### config.mk
export PLATFORM = sky130hd
export DESIGN_NAME = clk_div_multi
export DESIGN_NICKNAME = d
export VERILOG_FILES = /design/src/rtl/clk_div_multi.sv
export SDC_FILE = /design/constraint.sdc
export NUM_CORES = 1
export LEC_CHECK = 0
export CORE_MARGIN = 2
export CORE_UTILIZATION = 65
export CTS_CLUSTER_DIAMETER = 50
export DETAILED_ROUTE_END_ITERATION = 7
export DONT_BUFFER_PORTS = 1
export HOLD_SLACK_MARGIN = 0.05
export PLACE_DENSITY = 0.88
export SYNTH_ARGS = -nofsm -noshare
export SYNTH_HDL_FRONTEND = slang
export SYNTH_SLANG_ARGS = --single-unit
export TNS_END_PERCENT = 50
### constraint.sdc
create_clock -name clk -period 7.9 [get_ports clk]
set_clock_uncertainty 0.05 [all_clocks]
set_input_delay 1.58 -clock clk [delete_from_list [all_inputs] [get_ports clk]]
set_output_delay 1.58 -clock clk [all_outputs]
set_load 0.005 [all_outputs]
### src/rtl/clk_div_multi.sv
// Multi-channel programmable clock divider: per-channel square wave and tick enable,
// divisor updates applied glitch-free at period boundaries. Optional macro: CLKDIV_ALIGN_EN.
module clk_div_multi #(
  parameter int unsigned NUM_CH      = 4,
  parameter int unsigned DIV_W       = 16,
  parameter int unsigned DEFAULT_DIV = 2,
  localparam int unsigned CH_W       = (NUM_CH > 1) ? $clog2(NUM_CH) : 1
) (
  input  logic              clk,
  input  logic              rst,
  input  logic              cfg_valid,
  output logic              cfg_ready,
  input  logic [CH_W-1:0]   cfg_ch,
  input  logic [DIV_W-1:0]  cfg_div,
`ifdef CLKDIV_ALIGN_EN
  input  logic              align,
`endif
  output logic [NUM_CH-1:0] busy,
  output logic [NUM_CH-1:0] clkout,
  output logic [NUM_CH-1:0] tick
);

  logic [DIV_W-1:0]  r_cnt  [NUM_CH];
  logic [DIV_W-1:0]  r_div  [NUM_CH];
  logic [DIV_W-1:0]  r_pend [NUM_CH];
  logic [NUM_CH-1:0] r_busy;
  logic [NUM_CH-1:0] r_clkout;
  logic [NUM_CH-1:0] r_tick;
  logic              r_restart;

  logic [DIV_W-1:0]  w_cnt_nx  [NUM_CH];
  logic [DIV_W-1:0]  w_div_nx  [NUM_CH];
  logic [DIV_W-1:0]  w_pend_nx [NUM_CH];
  logic [DIV_W:0]    w_half    [NUM_CH];
  logic [NUM_CH-1:0] w_busy_nx;
  logic [NUM_CH-1:0] w_clk_nx;
  logic [NUM_CH-1:0] w_tick_nx;
  logic [NUM_CH-1:0] w_xfer;
  logic [NUM_CH-1:0] w_at_end;
  logic [NUM_CH-1:0] w_apply;
  logic              w_in_range;
  logic              w_restart;

  assign w_in_range = 32'(cfg_ch) < NUM_CH;
  assign cfg_ready  = w_in_range ? ~r_busy[cfg_ch] : 1'b1;

  // r_restart marks the first edge after reset so that edge lands on cnt=0 like an align.
`ifdef CLKDIV_ALIGN_EN
  assign w_restart = r_restart | align;
`else
  assign w_restart = r_restart;
`endif

  always_comb begin
    for (int unsigned c = 0; c < NUM_CH; c++) begin
      w_xfer[c]    = cfg_valid && cfg_ready && w_in_range && (cfg_ch == CH_W'(c));
      w_at_end[c]  = (r_div[c] < DIV_W'(2)) || (r_cnt[c] == r_div[c] - DIV_W'(1));
      w_apply[c]   = r_busy[c] && (w_restart || w_at_end[c]);
      w_div_nx[c]  = w_apply[c] ? r_pend[c] : r_div[c];
      w_cnt_nx[c]  = (w_restart || w_at_end[c]) ? '0 : r_cnt[c] + DIV_W'(1);
      w_pend_nx[c] = w_xfer[c] ? cfg_div : r_pend[c];
      w_busy_nx[c] = w_xfer[c] | (r_busy[c] & ~w_apply[c]);
      w_half[c]    = ({1'b0, w_div_nx[c]} + (DIV_W+1)'(1)) >> 1;
      w_clk_nx[c]  = {1'b0, w_cnt_nx[c]} < w_half[c];
      w_tick_nx[c] = (w_div_nx[c] != '0) && (w_cnt_nx[c] == w_div_nx[c] - DIV_W'(1));
    end
  end

  always_ff @(posedge clk) begin
    if (rst) begin
      for (int unsigned c = 0; c < NUM_CH; c++) begin
        r_cnt[c]  <= '0;
        r_div[c]  <= DIV_W'(DEFAULT_DIV);
        r_pend[c] <= '0;
      end
      r_busy    <= '0;
      r_clkout  <= '0;
      r_tick    <= '0;
      r_restart <= 1'b1;
    end else begin
      for (int unsigned c = 0; c < NUM_CH; c++) begin
        r_cnt[c]  <= w_cnt_nx[c];
        r_div[c]  <= w_div_nx[c];
        r_pend[c] <= w_pend_nx[c];
      end
      r_busy    <= w_busy_nx;
      r_clkout  <= w_clk_nx;
      r_tick    <= w_tick_nx;
      r_restart <= 1'b0;
    end
  end

  assign busy   = r_busy;
  assign clkout = r_clkout;
  assign tick   = r_tick;

endmodule

== Word level (Yosys, flattened, before mapping) ==
Memories as Yosys holds them, arrays and structs flattened.
Index checks and enable logic that the tools add are counted.
Storage, ports and cells
  register bits after elaboration: 13
  bits in writable memories: 192
  input bits: 21
  output and inout port bits: 13
  word-level logic and storage cells: 123
  memories: 3
Memories
  r_cnt: words 4, width 16, rd ports 4, clocked after memory_dff 0, write ports 4, RTL line 23  | logic [DIV_W-1:0] r_cnt [NUM_CH];
  r_div: words 4, width 16, rd ports 4, clocked after memory_dff 0, write ports 4, RTL line 24  | logic [DIV_W-1:0] r_div [NUM_CH];
  r_pend: words 4, width 16, rd ports 4, clocked after memory_dff 0, write ports 4, RTL line 25  | logic [DIV_W-1:0] r_pend [NUM_CH];
Operators by class
  add/sub/neg operators: 16
  magnitude comparators: 9
  equal/unequal tests: 11
  muxes and demuxes: 29
  bitwise logic cells: 25
  reduce and logical (&&, ||, !) cells: 26
Operator list (count)
  $mux W16: 24
  $eq A16 B16 Y1: 8
  $sub A16 B1 Y16 const B: 8
  $add A16 B1 Y17 const B: 4
  $add A16 B1 Y16 const B: 4
  $lt A16 B16 Y1: 4
  $lt A16 B2 Y1 const B: 4
  $reduce_bool A16 Y1: 4
  $or A1 B1 Y1: 16
  $logic_and A1 B1 Y1: 13
  $logic_or A1 B1 Y1: 8
  $not A1 Y1: 5
  $and A1 B1 Y1: 4
  $eq A2 B2 Y1 const B: 2
  $mux W1: 4
  $lt A2 B3 Y1 const B: 1
  $bmux W1 S2: 1
  $eq A2 B1 Y1 const B: 1
  $logic_not A2 Y1: 1

== Depth between registers and ports, before layout ==
An unclocked memory read counts as a cell.
  word-level depth: 10
  gate-level depth with buffers: 28
  depth with buffers taken out: 25

== Worst setup path before layout ==
No wires, ideal clock.
  path type: reg-to-reg
  from: memory r_div[2][0]
  to: register r_clkout[2], in the netlist clkout[2]
  library setup time: 0.070 ns
  arrival time: 5.635 ns
  data required time: 7.780 ns
  setup slack: 2.145 ns
  cell stages (with the launch flop): 28
  path buffers: 2
  clock period less this slack: 5.755 ns
  cell sequence: dfxtp_1 -> inv_1 -> ha_1 -> or3b_2 -> or4_1 -> and4b_1 -> or3_1 -> o211a_1 -> a21oi_1 -> buf_2 -> buf_2 -> mux2i_1 -> inv_1 -> ha_1 -> nand4_1 -> xnor2_1 -> ha_1 -> a21oi_1 -> nor2b_1 -> o21ai_0 -> nand2b_1 -> a21oi_1 -> nor2b_1 -> o21ai_0 -> nand2b_1 -> a211o_1 -> nor4b_1 -> o2bb2ai_1
RTL lines
  start: declaration: RTL line 24
  end signal: assignment: RTL line 87  | r_clkout <= w_clk_nx;
  end: declaration: RTL line 27  | logic [NUM_CH-1:0] r_clkout;

==> metrics <==
status=complete, no violations; DP HPWL=just over 40000 µm; Antenna Nets Post-Route=0; # DRC=0; #FFs+latches synth=about 210; Buffers on Ports=0; htree depth=1; routability congestion estimate=1.008; Top FF cell, synth=dfxtp_1; Clock Path Buffers=3; Worst-Margin Slew=approximately 1100 ps; crit-path cells=or4_1, or4_1, a2111o_1, a22o_1, or3_1, nand2_2, a21oi_1, inv_1, ha_1, nand3b_1, nor4_1, xor2_1, ha_1, a21o_1, a21o_1, a21oi_1, nor2b_1, o21ai_0, nand2b_1, a21oi_1, nor2b_1, a2111oi_0; slowest CP cell=nor4_1; Lkg Pwr=7.028 nW; post-synthesis cell type count=94; Syn Inst Count=between 2000 and 2500; clock root buffer=clkbuf_16; DIE AREA=~28000 µm²; CTS Hold Bufs=0; Arr. time, crit path=around 7000 ps; number of vias per cell=6.795; cell family with most CP delay=simple AND/OR/NAND/NOR gates; register area share after synthesis=23.87%; TritonRoute pass-1 iters=6; crit path max fanout=16; Commonest cells post-synth=nand2_1 (277), nor2_1 (230), dfxtp_1 (205); GRT Overall Usage=between 30% and 40%; post-DR wirelength/cell=21.30 µm; Fin Setup TNS=0 ps; I/O pin cnt=34; Slowest Stage Delay on Critical Path=approximately 640 ps; Power Density=about 160 nW/µm²; ys async rst share=0%; Net Count, Synth=2398; unrepaired setup endpoints after global routing=no; VDD IR max=~0.20 mV; total setup buffers inserted after CTS=0; Crit path buffers/inverters=1; Final setup viols=0; Max Clk Rate=between 150 and 200 MHz; Finished Cell Area=18230 µm²; synth top area cells=dfxtp_1 (24%), xnor2_1 (6.8%), nand2_1 (6.0%), ha_1 (5.7%), nor2_1 (5.0%); ratio of final minimum period to clock period=~84%; Final Core Density=roughly 70%; Max-slew headroom=between 20% and 30%; initial antenna violation count=0; Yosys Warn Count=0; GR Overflow Total=0; worst path required time=~8300 ps; critical path class=reg2reg; Post-CTS Resized=0; number of flops mapped to enable cells by yosys=0; layout cells sized above 1=5.946%; Clk Latency, worst-skew pair=560 ps; Yosys top cell by area=dfxtp_1; Final Hold Violating Endpoints=0; Core ar.=~26000 µm²; clock tree from TritonCTS=yes; min Tclk post-route=around 6600 ps; layout net count=between 2000 and 2500; Area growth, synth to finish=5.996%; total CTS buffers=28; starting density of the core=66.17%; Worst-path clk slew=around 60 ps; largest net degree at the start of global routing=188; DRT iter0 DRCs=2049; Die Height=166.6 µm; final wirelength=~54000 µm; Total Power=0.002864 W; dpl cell area=17190 µm²; most instantiated library cell after synthesis=nand2_1; Startpoint Class=flop; top-area cell type share of the netlist area=a little under a quarter; vias in the first global route=16260; Max Slew Vio Count=0; Chip Width=~170 µm; CP most frequent cell=a21oi_1; clock sinks=between 200 and 250; syn avg cell area=7.479 µm²; # diodes=0; post-synthesis cell area=roughly 17000 µm²; wire length of the first global-routing pass=between 80000 and 90000 µm; Hold WC Path Type=reg2reg; vias=between 15000 and 20000; CP endpoint kind=flop; MaxCap Viol Count=0; num rows=about 60
==> power breakdown <==
part,internal [W],leakage (nW),switching [W],total [W]
sequential,0.00106,1.66,0.0000341,0.00109
combinational,0.000144,4.87,0.000244,0.000388
clock,0.000862,0.494,0.000524,0.00139
total,0.00206,7.03,0.000802,0.00286
==> area by class of cell <==
class / count / area (µm²)
Tap cell: 335 / 419.2
Clock inverter: 19 / 277.8
Sequential cell: 205 / 4104
Timing Repair Buffer: 19 / 142.6
Fill cell: 2200 / 7759
Clock buffer: 32 / 757.0
Multi-Input combinational cell: 1896 / 12340
Inverter: 49 / 183.9
==> routing by layer <==
metal	up-vias	GRT usage, %	part of all wire, %
met5	-	0	0
met4	0	15.25	4.4
met3	181	6.892	11
met2	974	59.25	44
met1	8157	51.44	41
li1	8050	-	-
==> worst register-to-register path, cell delays in order (launching register included) <==
cell,delay [ps]
dfxtp_1,440
or4_1,630
or4_1,610
a2111o_1,430
a22o_1,240
or3_1,560
nand2_2,400
a21oi_1,270
inv_1,110
ha_1,220
nand3b_1,190
nor4_1,640
xor2_1,140
ha_1,330
a21o_1,190
a21o_1,170
a21oi_1,140
nor2b_1,60
o21ai_0,150
nand2b_1,70
a21oi_1,160
nor2b_1,70
a2111oi_0,260
==> registers in the layout, indices dropped and copies added (netlist names) <==
signal,count
busy,4
clkout,4
r_cnt,64
r_div,64
r_pend,64
r_restart,1
tick,4
==> stage by stage <==
step | setup WS, ps | hold slack [ps] | cells
after global routing | 803.7 | 453.9 | 2555
after CTS | 1298 | 430.1 | 2555
final | 1263 | 435.3 | 2555
after floorplan | 2145 | 383.8 | 2299
after global placement | 1640 | 396.7 | 2504
after detailed placement | 1335 | 420.5 | 2504
==> cell usage in the layout, fill, tap and decap left out, drive strengths merged, types with 35 or more instances in the layout <==
| cell type | n |
|---|---|
| a21oi | 142 |
| and3 | 37 |
| dfxtp | 205 |
| ha | 78 |
| inv | 54 |
| mux2i | 88 |
| nand2 | 278 |
| nand3 | 87 |
| nand4 | 35 |
| nor2 | 230 |
| nor3 | 131 |
| o21ai | 68 |
| xnor2 | 134 |
| xor2 | 98 |
==> final timing paths <==
| path | startpoint | depth (start not counted) | slack (ps) | endpoint |
|---|---|---|---|---|
| max reg2reg | r_div[1][7]$_SDFF_PP0_ | 22 | 1260 | clkout[1]$_SDFF_PP0_ |
| min reg2reg | r_pend[0][13]$_SDFFE_PP0P_ | 2 | 440 | r_pend[0][13]$_SDFFE_PP0P_ |
| max | r_div[1][7]$_SDFF_PP0_ | 22 | 1260 | clkout[1]$_SDFF_PP0_ |
| min | r_pend[0][13]$_SDFFE_PP0P_ | 2 | 440 | r_pend[0][13]$_SDFFE_PP0P_ |
==> logic make-up after synthesis <==
logic type	share of synthesized area [%]
adder cells (fa/ha/maj)	5.676
multiplexers	6.338
AND/OR/NAND/NOR	30.44
flip-flops	23.87
buffers and inverters	4.584
XOR/XNOR	12.22
AO/OA/AOI/OAI	16.88
Power figures use the tool's default switching activity.
